**src/rtl/mtxmul_pkg.sv**
```systemverilog
// Shared types for the matrix-multiply loop sequencer.
// Optional perf counters are enabled with MTXMUL_PERF_CNT_EN.
package mtxmul_pkg;

  localparam int DIM_W_DEF = 3;

  typedef enum logic [1:0] {
    IDLE  = 2'd0,
    RUN   = 2'd1,
    DRAIN = 2'd2,
    FIN   = 2'd3
  } state_t;

  // Tag layout, MSB first: {valid, first, last, row, col}
  function automatic int tag_w(input int dim_w);
    return 3 + 2 * dim_w;
  endfunction

  function automatic int tag_vld(input int dim_w);
    return 2 + 2 * dim_w;
  endfunction

  function automatic int tag_first(input int dim_w);
    return 1 + 2 * dim_w;
  endfunction

  function automatic int tag_last(input int dim_w);
    return 2 * dim_w;
  endfunction

endpackage

```
**src/rtl/mtxmul_tag_pipe.sv**
```systemverilog
// Fixed-latency tag shift register that tracks operand reads in flight.
// o_any_vld is high while any stage carries a valid tag.
module mtxmul_tag_pipe
  import mtxmul_pkg::*;
#(
  parameter int W     = 9,
  parameter int DEPTH = 2,
  parameter int VLD   = 8
) (
  input  logic         i_clk,
  input  logic         i_rst,
  input  logic [W-1:0] i_tag,
  output logic [W-1:0] o_tag,
  output logic         o_any_vld
);

  logic [W-1:0] r_stg [DEPTH];

  always_ff @(posedge i_clk or posedge i_rst) begin
    if (i_rst) begin
      for (int i = 0; i < DEPTH; i++)
        r_stg[i] <= '0;
    end else begin
      r_stg[0] <= i_tag;
      for (int i = 1; i < DEPTH; i++)
        r_stg[i] <= r_stg[i-1];
    end
  end

  assign o_tag = r_stg[DEPTH-1];

  always_comb begin
    o_any_vld = 1'b0;
    for (int i = 0; i < DEPTH; i++)
      o_any_vld = o_any_vld | r_stg[i][VLD];
  end

endmodule

```
**src/rtl/mtxmul_seq_ctrl.sv**
```systemverilog
// i/j/k loop sequencer for the matrix-multiply engine.
// Define MTXMUL_PERF_CNT_EN to add busy/stall cycle counters.
module mtxmul_seq_ctrl
  import mtxmul_pkg::*;
#(
  parameter int DIM_W  = DIM_W_DEF,
  parameter int RD_LAT = 2
) (
  input  logic               CLK,
  input  logic               RST,
  input  logic               START,
  input  logic               STALL,
  output logic               BUSY,
  output logic               DONE,
  output logic               RD_EN,
  output logic [DIM_W-1:0]   ROW_IDX,
  output logic [DIM_W-1:0]   COL_IDX,
  output logic [DIM_W-1:0]   K_IDX,
  output logic               MAC_EN,
  output logic               MAC_CLR,
  output logic               WR_EN,
  output logic [2*DIM_W-1:0] WR_ADDR
`ifdef MTXMUL_PERF_CNT_EN
  ,
  output logic [31:0]        PERF_BUSY_CYC,
  output logic [31:0]        PERF_STALL_CYC
`endif
);

  localparam int TW    = tag_w(DIM_W);
  localparam int VLD   = tag_vld(DIM_W);
  localparam int FIRST = tag_first(DIM_W);
  localparam int LAST  = tag_last(DIM_W);
  localparam logic [DIM_W-1:0] IDX_ONE =
    {{(DIM_W-1){1'b0}}, 1'b1};

  state_t             r_state;
  state_t             w_nxt;
  logic [DIM_W-1:0]   r_row;
  logic [DIM_W-1:0]   r_col;
  logic [DIM_W-1:0]   r_k;
  logic               w_issue;
  logic               w_last_iss;
  logic [TW-1:0]      w_tag_in;
  logic [TW-1:0]      w_tag_out;
  logic               w_any_vld;
  logic               w_wr;
  logic               r_wr_en;
  logic [2*DIM_W-1:0] r_wr_addr;

  assign w_issue    = (r_state == RUN) & ~STALL;
  assign w_last_iss = w_issue & (&{r_row, r_col, r_k});

  always_ff @(posedge CLK or posedge RST) begin
    if (RST)
      r_state <= IDLE;
    else
      r_state <= w_nxt;
  end

  always_comb begin
    w_nxt = r_state;
    BUSY  = 1'b0;
    DONE  = 1'b0;
    unique case (r_state)
      IDLE: begin
        if (START)
          w_nxt = RUN;
      end
      RUN: begin
        BUSY = 1'b1;
        if (w_last_iss)
          w_nxt = DRAIN;
      end
      DRAIN: begin
        BUSY = 1'b1;
        if (!w_any_vld)
          w_nxt = FIN;
      end
      FIN: begin
        DONE  = 1'b1;
        w_nxt = IDLE;
      end
    endcase
  end

  // k fastest, then col, then row; all wrap to 0 after the last issue
  always_ff @(posedge CLK or posedge RST) begin
    if (RST) begin
      r_row <= '0;
      r_col <= '0;
      r_k   <= '0;
    end else if (w_issue) begin
      r_k <= r_k + IDX_ONE;
      if (&r_k) begin
        r_col <= r_col + IDX_ONE;
        if (&r_col)
          r_row <= r_row + IDX_ONE;
      end
    end
  end

  assign RD_EN   = w_issue;
  assign ROW_IDX = r_row;
  assign COL_IDX = r_col;
  assign K_IDX   = r_k;

  assign w_tag_in = {w_issue, (r_k == '0), (&r_k), r_row, r_col};

  mtxmul_tag_pipe #(
    .W     (TW),
    .DEPTH (RD_LAT),
    .VLD   (VLD)
  ) u_tag_pipe (
    .i_clk     (CLK),
    .i_rst     (RST),
    .i_tag     (w_tag_in),
    .o_tag     (w_tag_out),
    .o_any_vld (w_any_vld)
  );

  assign MAC_EN  = w_tag_out[VLD];
  assign MAC_CLR = w_tag_out[VLD] & w_tag_out[FIRST];
  assign w_wr    = w_tag_out[VLD] & w_tag_out[LAST];

  always_ff @(posedge CLK or posedge RST) begin
    if (RST) begin
      r_wr_en   <= 1'b0;
      r_wr_addr <= '0;
    end else begin
      r_wr_en   <= w_wr;
      r_wr_addr <= w_wr ? w_tag_out[2*DIM_W-1:0] : '0;
    end
  end

  assign WR_EN   = r_wr_en;
  assign WR_ADDR = r_wr_addr;

`ifdef MTXMUL_PERF_CNT_EN
  logic [31:0] r_pbusy;
  logic [31:0] r_pstall;

  always_ff @(posedge CLK or posedge RST) begin
    if (RST) begin
      r_pbusy  <= '0;
      r_pstall <= '0;
    end else if ((r_state == IDLE) && START) begin
      r_pbusy  <= '0;
      r_pstall <= '0;
    end else begin
      if (BUSY && !(&r_pbusy))
        r_pbusy <= r_pbusy + 32'd1;
      if ((r_state == RUN) && STALL && !(&r_pstall))
        r_pstall <= r_pstall + 32'd1;
    end
  end

  assign PERF_BUSY_CYC  = r_pbusy;
  assign PERF_STALL_CYC = r_pstall;
`endif

endmodule
```
**config.mk**
```make
export PLATFORM = sky130hd
export DESIGN_NAME = mtxmul_seq_ctrl
export DESIGN_NICKNAME = d
export VERILOG_FILES = /design/src/rtl/mtxmul_pkg.sv /design/src/rtl/mtxmul_tag_pipe.sv /design/src/rtl/mtxmul_seq_ctrl.sv
export SDC_FILE = /design/constraint.sdc
export NUM_CORES = 1
export LEC_CHECK = 0
export BUFFER_PORTS_ARGS = -buffer_cell sky130_fd_sc_hd__buf_2
export CAP_MARGIN = 20
export CORE_ASPECT_RATIO = 1.2
export CORE_MARGIN = 2
export CORE_UTILIZATION = 40
export DETAILED_ROUTE_END_ITERATION = 8
export PLACE_DENSITY_LB_ADDON = 0.3
export SYNTH_ARGS = -nofsm -noshare
export SYNTH_HDL_FRONTEND = slang
export SYNTH_SLANG_ARGS = --single-unit
```
**constraint.sdc**
```tcl
create_clock -name CLK -period 3.5 [get_ports CLK]
set_input_delay 0.525 -clock CLK [delete_from_list [all_inputs] [get_ports CLK]]
set_output_delay 0.525 -clock CLK [all_outputs]
set_load 0.01 [all_outputs]
```
# --- Word-level counts from Yosys, hierarchy flattened ---
# Index checks and enable logic that the tools add are counted.
# Widths: inputs -> output; s select.
word_totals:
  elab_cells: 38
  output_inout_bits: 21
  register_bits: 36
  inputBits: 4
classes:
  addsub: 3
  bitwise_logic: 6
  n_mux: 7
  n_reduce_logical: 8
  n_eq_ne: 6
op_table:
  columns: ["cell", "n"]
  rows:
  - ["$add 3x1->3 const B", 3]
  - ["$reduce_and 9->1", 1]
  - ["$pmux 2 s4", 1]
  - ["$reduce_and 7->1", 1]
  - ["$mux 2", 3]
  - ["$mux 6", 1]
  - ["$ne 2x2->1 const B", 3]
  - ["$reduce_and 3->1", 2]
  - ["$and 1x1->1", 4]
  - ["$eq 2x2->1 const B", 2]
  - ["$reduce_and 4->1", 1]
  - ["$logic_not 3->1", 1]
  - ["$eq 2x1->1 const B", 1]
  - ["$logic_not 2->1", 1]
  - ["$mux 1", 2]
  - ["$reduce_or 2->1", 1]
  - ["$not 1->1", 1]
  - ["$or 1x1->1", 1]

# --- Depth between registers and ports, before layout ---
logic_depth:
  word_depth: 5
  ltp_mapped: 7
  ltp_nobuf: 6

# --- Modules after synthesis ---
# A second synthesis with hierarchy kept.
unflattened:
  hier_cells: 105
  hier_area_um2: 1447.6
by_module_without_submodules:
  columns: ["mod", "area_each_um2", "instances", "cells_per_inst", "seq_area_each_um2"]
  rows:
  - ["mtxmul_seq_ctrl", 919.6, 1, 76, 450.4]
  - ["mtxmul_tag_pipe", 528.0, 1, 29, 450.4]

# --- Worst setup path after synthesis ---
# OpenSTA, ideal clock, no wires.
synth_timing:
  path_kind: "reg-to-reg"
  startpoint: "reg r_state[1]"
  endpoint: "reg r_col[2] (netlist: COL_IDX[2])"
  synth_period_minus_slack_ps: 1505
  arrival_ps: 1382
  path_stages_with_launch: 8
  required_time_ps: 3377
  setup_ps: 123
  slack_ps: 1995
  path_buffers: 1
  cell_sequence: "dfrtp_1 -> inv_1 -> ha_1 -> and2b_1 -> buf_6 -> nand4_4 -> or2_1 -> xnor2_1"
synth_between:
  elab_chain_cells: 3
synth_rtl:
  columns: ["item", "line_no", "rtl"]
  rows:
  - ["start: declaration", "mtxmul_seq_ctrl.sv:37", "state_t r_state;"]
  - ["start signal: assignment", "mtxmul_seq_ctrl.sv:58", "r_state <= w_nxt;"]
  - ["$eq 2x1->1", "mtxmul_seq_ctrl.sv:51", "assign w_issue = (r_state == RUN) & ~STALL;"]
  - ["$and 1x1->1", "mtxmul_seq_ctrl.sv:51", null]
  - ["via RD_EN", "mtxmul_seq_ctrl.sv:15", "output logic RD_EN,"]
  - ["$reduce_and 4->1 (no line)", null, null]
  - ["end signal: assignment", "mtxmul_seq_ctrl.sv:96", "r_col <= r_col + IDX_ONE;"]
  - ["end: declaration", "mtxmul_seq_ctrl.sv:40", "logic [DIM_W-1:0] r_col;"]
# The timed path passes the listed nets, and every way through them passes these cells.
# A chain may end at the register's enable or synchronous reset.

# --- Final worst setup path ---
layout_timing:
  startpoint: "reg r_state[1]"
  endpoint: "out RD_EN"
layout_between:
  elab_chain_cells: 2
layout_rtl:
  columns: ["item", "line_no"]
  rows:
  - ["$eq 2x1->1", "mtxmul_seq_ctrl.sv:51"]
  - ["$and 1x1->1", "mtxmul_seq_ctrl.sv:51"]
  - ["end: declaration", "mtxmul_seq_ctrl.sv:15"]
# Every way passes these cells.

==> metrics <==
outcome=finished, final reports clean; total grt overflow=0; critical path's slowest cell=dfrtp_1; CP arrival=1510 ps; Post-route DRC=0; VDD IR max=0.5571 mV; Cell variety after synth=21; clock tree buffer depth=2; first-pass GRT wire length=3284 um; CTS sink cnt=36; fill count=288; DR iter-0 viols=16; Hold Slack=268.3 ps; max-slew violations=0; TritonCTS clock tree=yes; largest net degree at the start of global routing=28; sequential share of the synthesized area=65.93%; drt total wl=1893 um; DIE WIDTH=57.35 um; Wirelength per Cell=12.13 um; # diodes=0; synthesized flop and latch total=36; crit path buf inv count=2; DR pass1 iterations=4; WP data required=2970 ps; CP Launch Point=r_state[1]; post-synth net total=109; DP HPWL=1395 um; Reg2Reg Launch Point=r_state[1]; site row count=23; Worst setup EP type=output port; CP top delay family=flip-flops; Critical Path Stages=4; slowest stage delay, CP=410 ps; Post-Syn Area=1366 um2; vias in the first global route=712; initial antenna violation count=0; Worst Tran Pin Value=503.6 ps; period utilization=58.15%; detailed-route via count=721; clk_lat worst skew=270 ps; Synth area leader=dfrtp_1; CP endpoint=RD_EN; TritonCTS Buffers=5; max-cap viol count=0; crit path max fanout=7; type of the tightest min-delay check=input port to async pin; IO Port Bufs=24; core area=3309 um2; Max-slew headroom=66.39%; Layout area overhead=15.66%; leak pwr=0.8676 nW; initial core utilization=41.29%; ANT nets after route=0; share of post-route cells with drive strength above 1=30.25%; CTS Hold Bufs=0; gpl congestion=0.6424; RSZ-0062 raised after global routing=false; Worst Clk Skew=3.178 ps; register area=900.9 um2; die footprint=3901 um2; setup_tns=0 ps; cells after synthesis=95; Clock Pin Slew Worst Setup and Hold Paths=60 ps; leading post-synthesis cells by cell area=dfrtp_1 66%, ha_1 9.2%, buf_4 3.3%; multi-input logic area=382.9 um2; Post-CTS Resized=0; Yosys top cell area share=65.93%; CP Launch Type=flip-flop; Crit Path Category=flip-flop to output port; htree depth=2; CTS Root Buffer Type=clkbuf_8; FMAX=0.4913 GHz; vias per std cell=4.622; # IOs=25; Ys Warns=0; Final Hold Viols=0; reg2reg end=COL_IDX[2]; FF-to-FF path depth=6; fin crit period=2035 ps; Layout Nets=135; Die Height=68.02 um; final setup fails=0; Power per Cell Area=642.0 nW/um2; post-CTS setup buffers=0; Critical Path, Cell by Cell=inv_1 > ha_1 > and2b_1 > buf_2; FF-to-FF setup slack=1820 ps; GRT Resource Usage Total=11.64%; Syn Area/Cell=14.38 um2; fin util=47.75%
worst min-delay path by stage:
stage	start	to	slack [ps]	cells after the start
2_1_floorplan	u_tag_pipe.r_stg[9]	u_tag_pipe.o_tag[0]	330	0
6_report	RST	r_state[1]	270	2
3_3_place_gp	u_tag_pipe.r_stg[14]	u_tag_pipe.o_tag[5]	330	0
5_1_grt	RST	r_state[1]	290	2
4_1_cts	u_tag_pipe.r_stg[14]	u_tag_pipe.o_tag[5]	350	0
3_5_place_dp	u_tag_pipe.r_stg[10]	u_tag_pipe.o_tag[1]	330	0
metrics by stage:
| step | total power, mW | area (um2) | setup slack [ps] | cells |
|---|---|---|---|---|
| finish | 1.014 | 1580 | 1465 | 156 |
| global route | 1.084 | 1580 | 1323 | 156 |
| CTS | 1.028 | 1553 | 1447 | 155 |
| detailed placement | 0.7747 | 1484 | 1762 | 150 |
| global placement | 0.7652 | 1484 | 1803 | 150 |
| floorplan | 0.7204 | 1366 | 1995 | 95 |
metal layers:
| layer | track usage (%) | routed length (um) | vias up |
|---|---|---|---|
| li1 | - | - | 348 |
| met1 | 12.96 | 744 | 346 |
| met2 | 19.32 | 987 | 22 |
| met3 | 3.403 | 117 | 5 |
| met4 | 7.849 | 44 | 0 |
| met5 | 0 | 0 | - |
kinds of logic after synthesis:
kind of cell | count (synthesis) | synth area share (%)
multiplexers | 5 | 4.029
AO/OA/AOI/OAI | 4 | 1.740
adder cells (fa/ha/maj) | 10 | 9.158
buffers and inverters | 14 | 6.044
flip-flops | 36 | 65.93
XOR/XNOR | 5 | 3.205
AND/OR/NAND/NOR | 21 | 9.889
Yosys cell counts:
library cell	instances
nand4_4	1
o2111ai_1	1
xor2_1	1
mux2i_1	1
mux2_2	4
or2_1	1
o21ai_0	2
o21ai_1	1
xnor2_1	4
nand3b_1	2
dfrtp_1	36
nand3_1	1
and3_1	6
and2_1	2
ha_1	10
nand2_1	4
buf_6	1
and2b_1	2
inv_1	7
buf_4	6
nor2_1	2
layout by cell type (no fill, tap or decap):
cell type,n
xor2_1,1
buf_16,1
xnor2_1,4
and2_1,2
clkbuf_8,5
mux2_2,4
ha_1,10
o2111ai_1,1
and2b_1,2
buf_2,24
and3_1,6
or2_1,1
o21ai_1,1
nand3_1,1
inv_1,7
nand4_4,1
o21ai_0,2
nor2_1,2
nand3b_1,2
mux2i_1,1
buf_4,1
dfrtp_1,36
nand2_1,4
state kept, by name, indices dropped and copies added (netlist names):
name              flops
WR_EN                 1
r_state               2
u_tag_pipe.r_stg      9
WR_ADDR               6
ROW_IDX               3
u_tag_pipe.o_tag      9
K_IDX                 3
COL_IDX               3
worst reg2reg max path: stages (launching register included):
cell and delay (ps):
dfrtp_1 410, inv_1 110, ha_1 210, and2b_1 320
nand4_4 160, or2_1 240, xnor2_1 120
where the power goes:
| group | total, mW | internal (mW) | switching, mW |
|---|---|---|---|
| Clock | 0.246 | 0.128 | 0.118 |
| Combinational | 0.183 | 0.0922 | 0.0912 |
| Sequential | 0.585 | 0.514 | 0.0713 |
final cells by class:
cell class	count	area share (%)
Clock buffer	5	4.355
Inverter	7	1.663
Tap cell	37	2.930
Multi-Input combinational cell	45	24.23
Timing Repair Buffer	26	9.818
Sequential cell	36	57.01
Note: power is estimated with default switching activity, not from simulation.
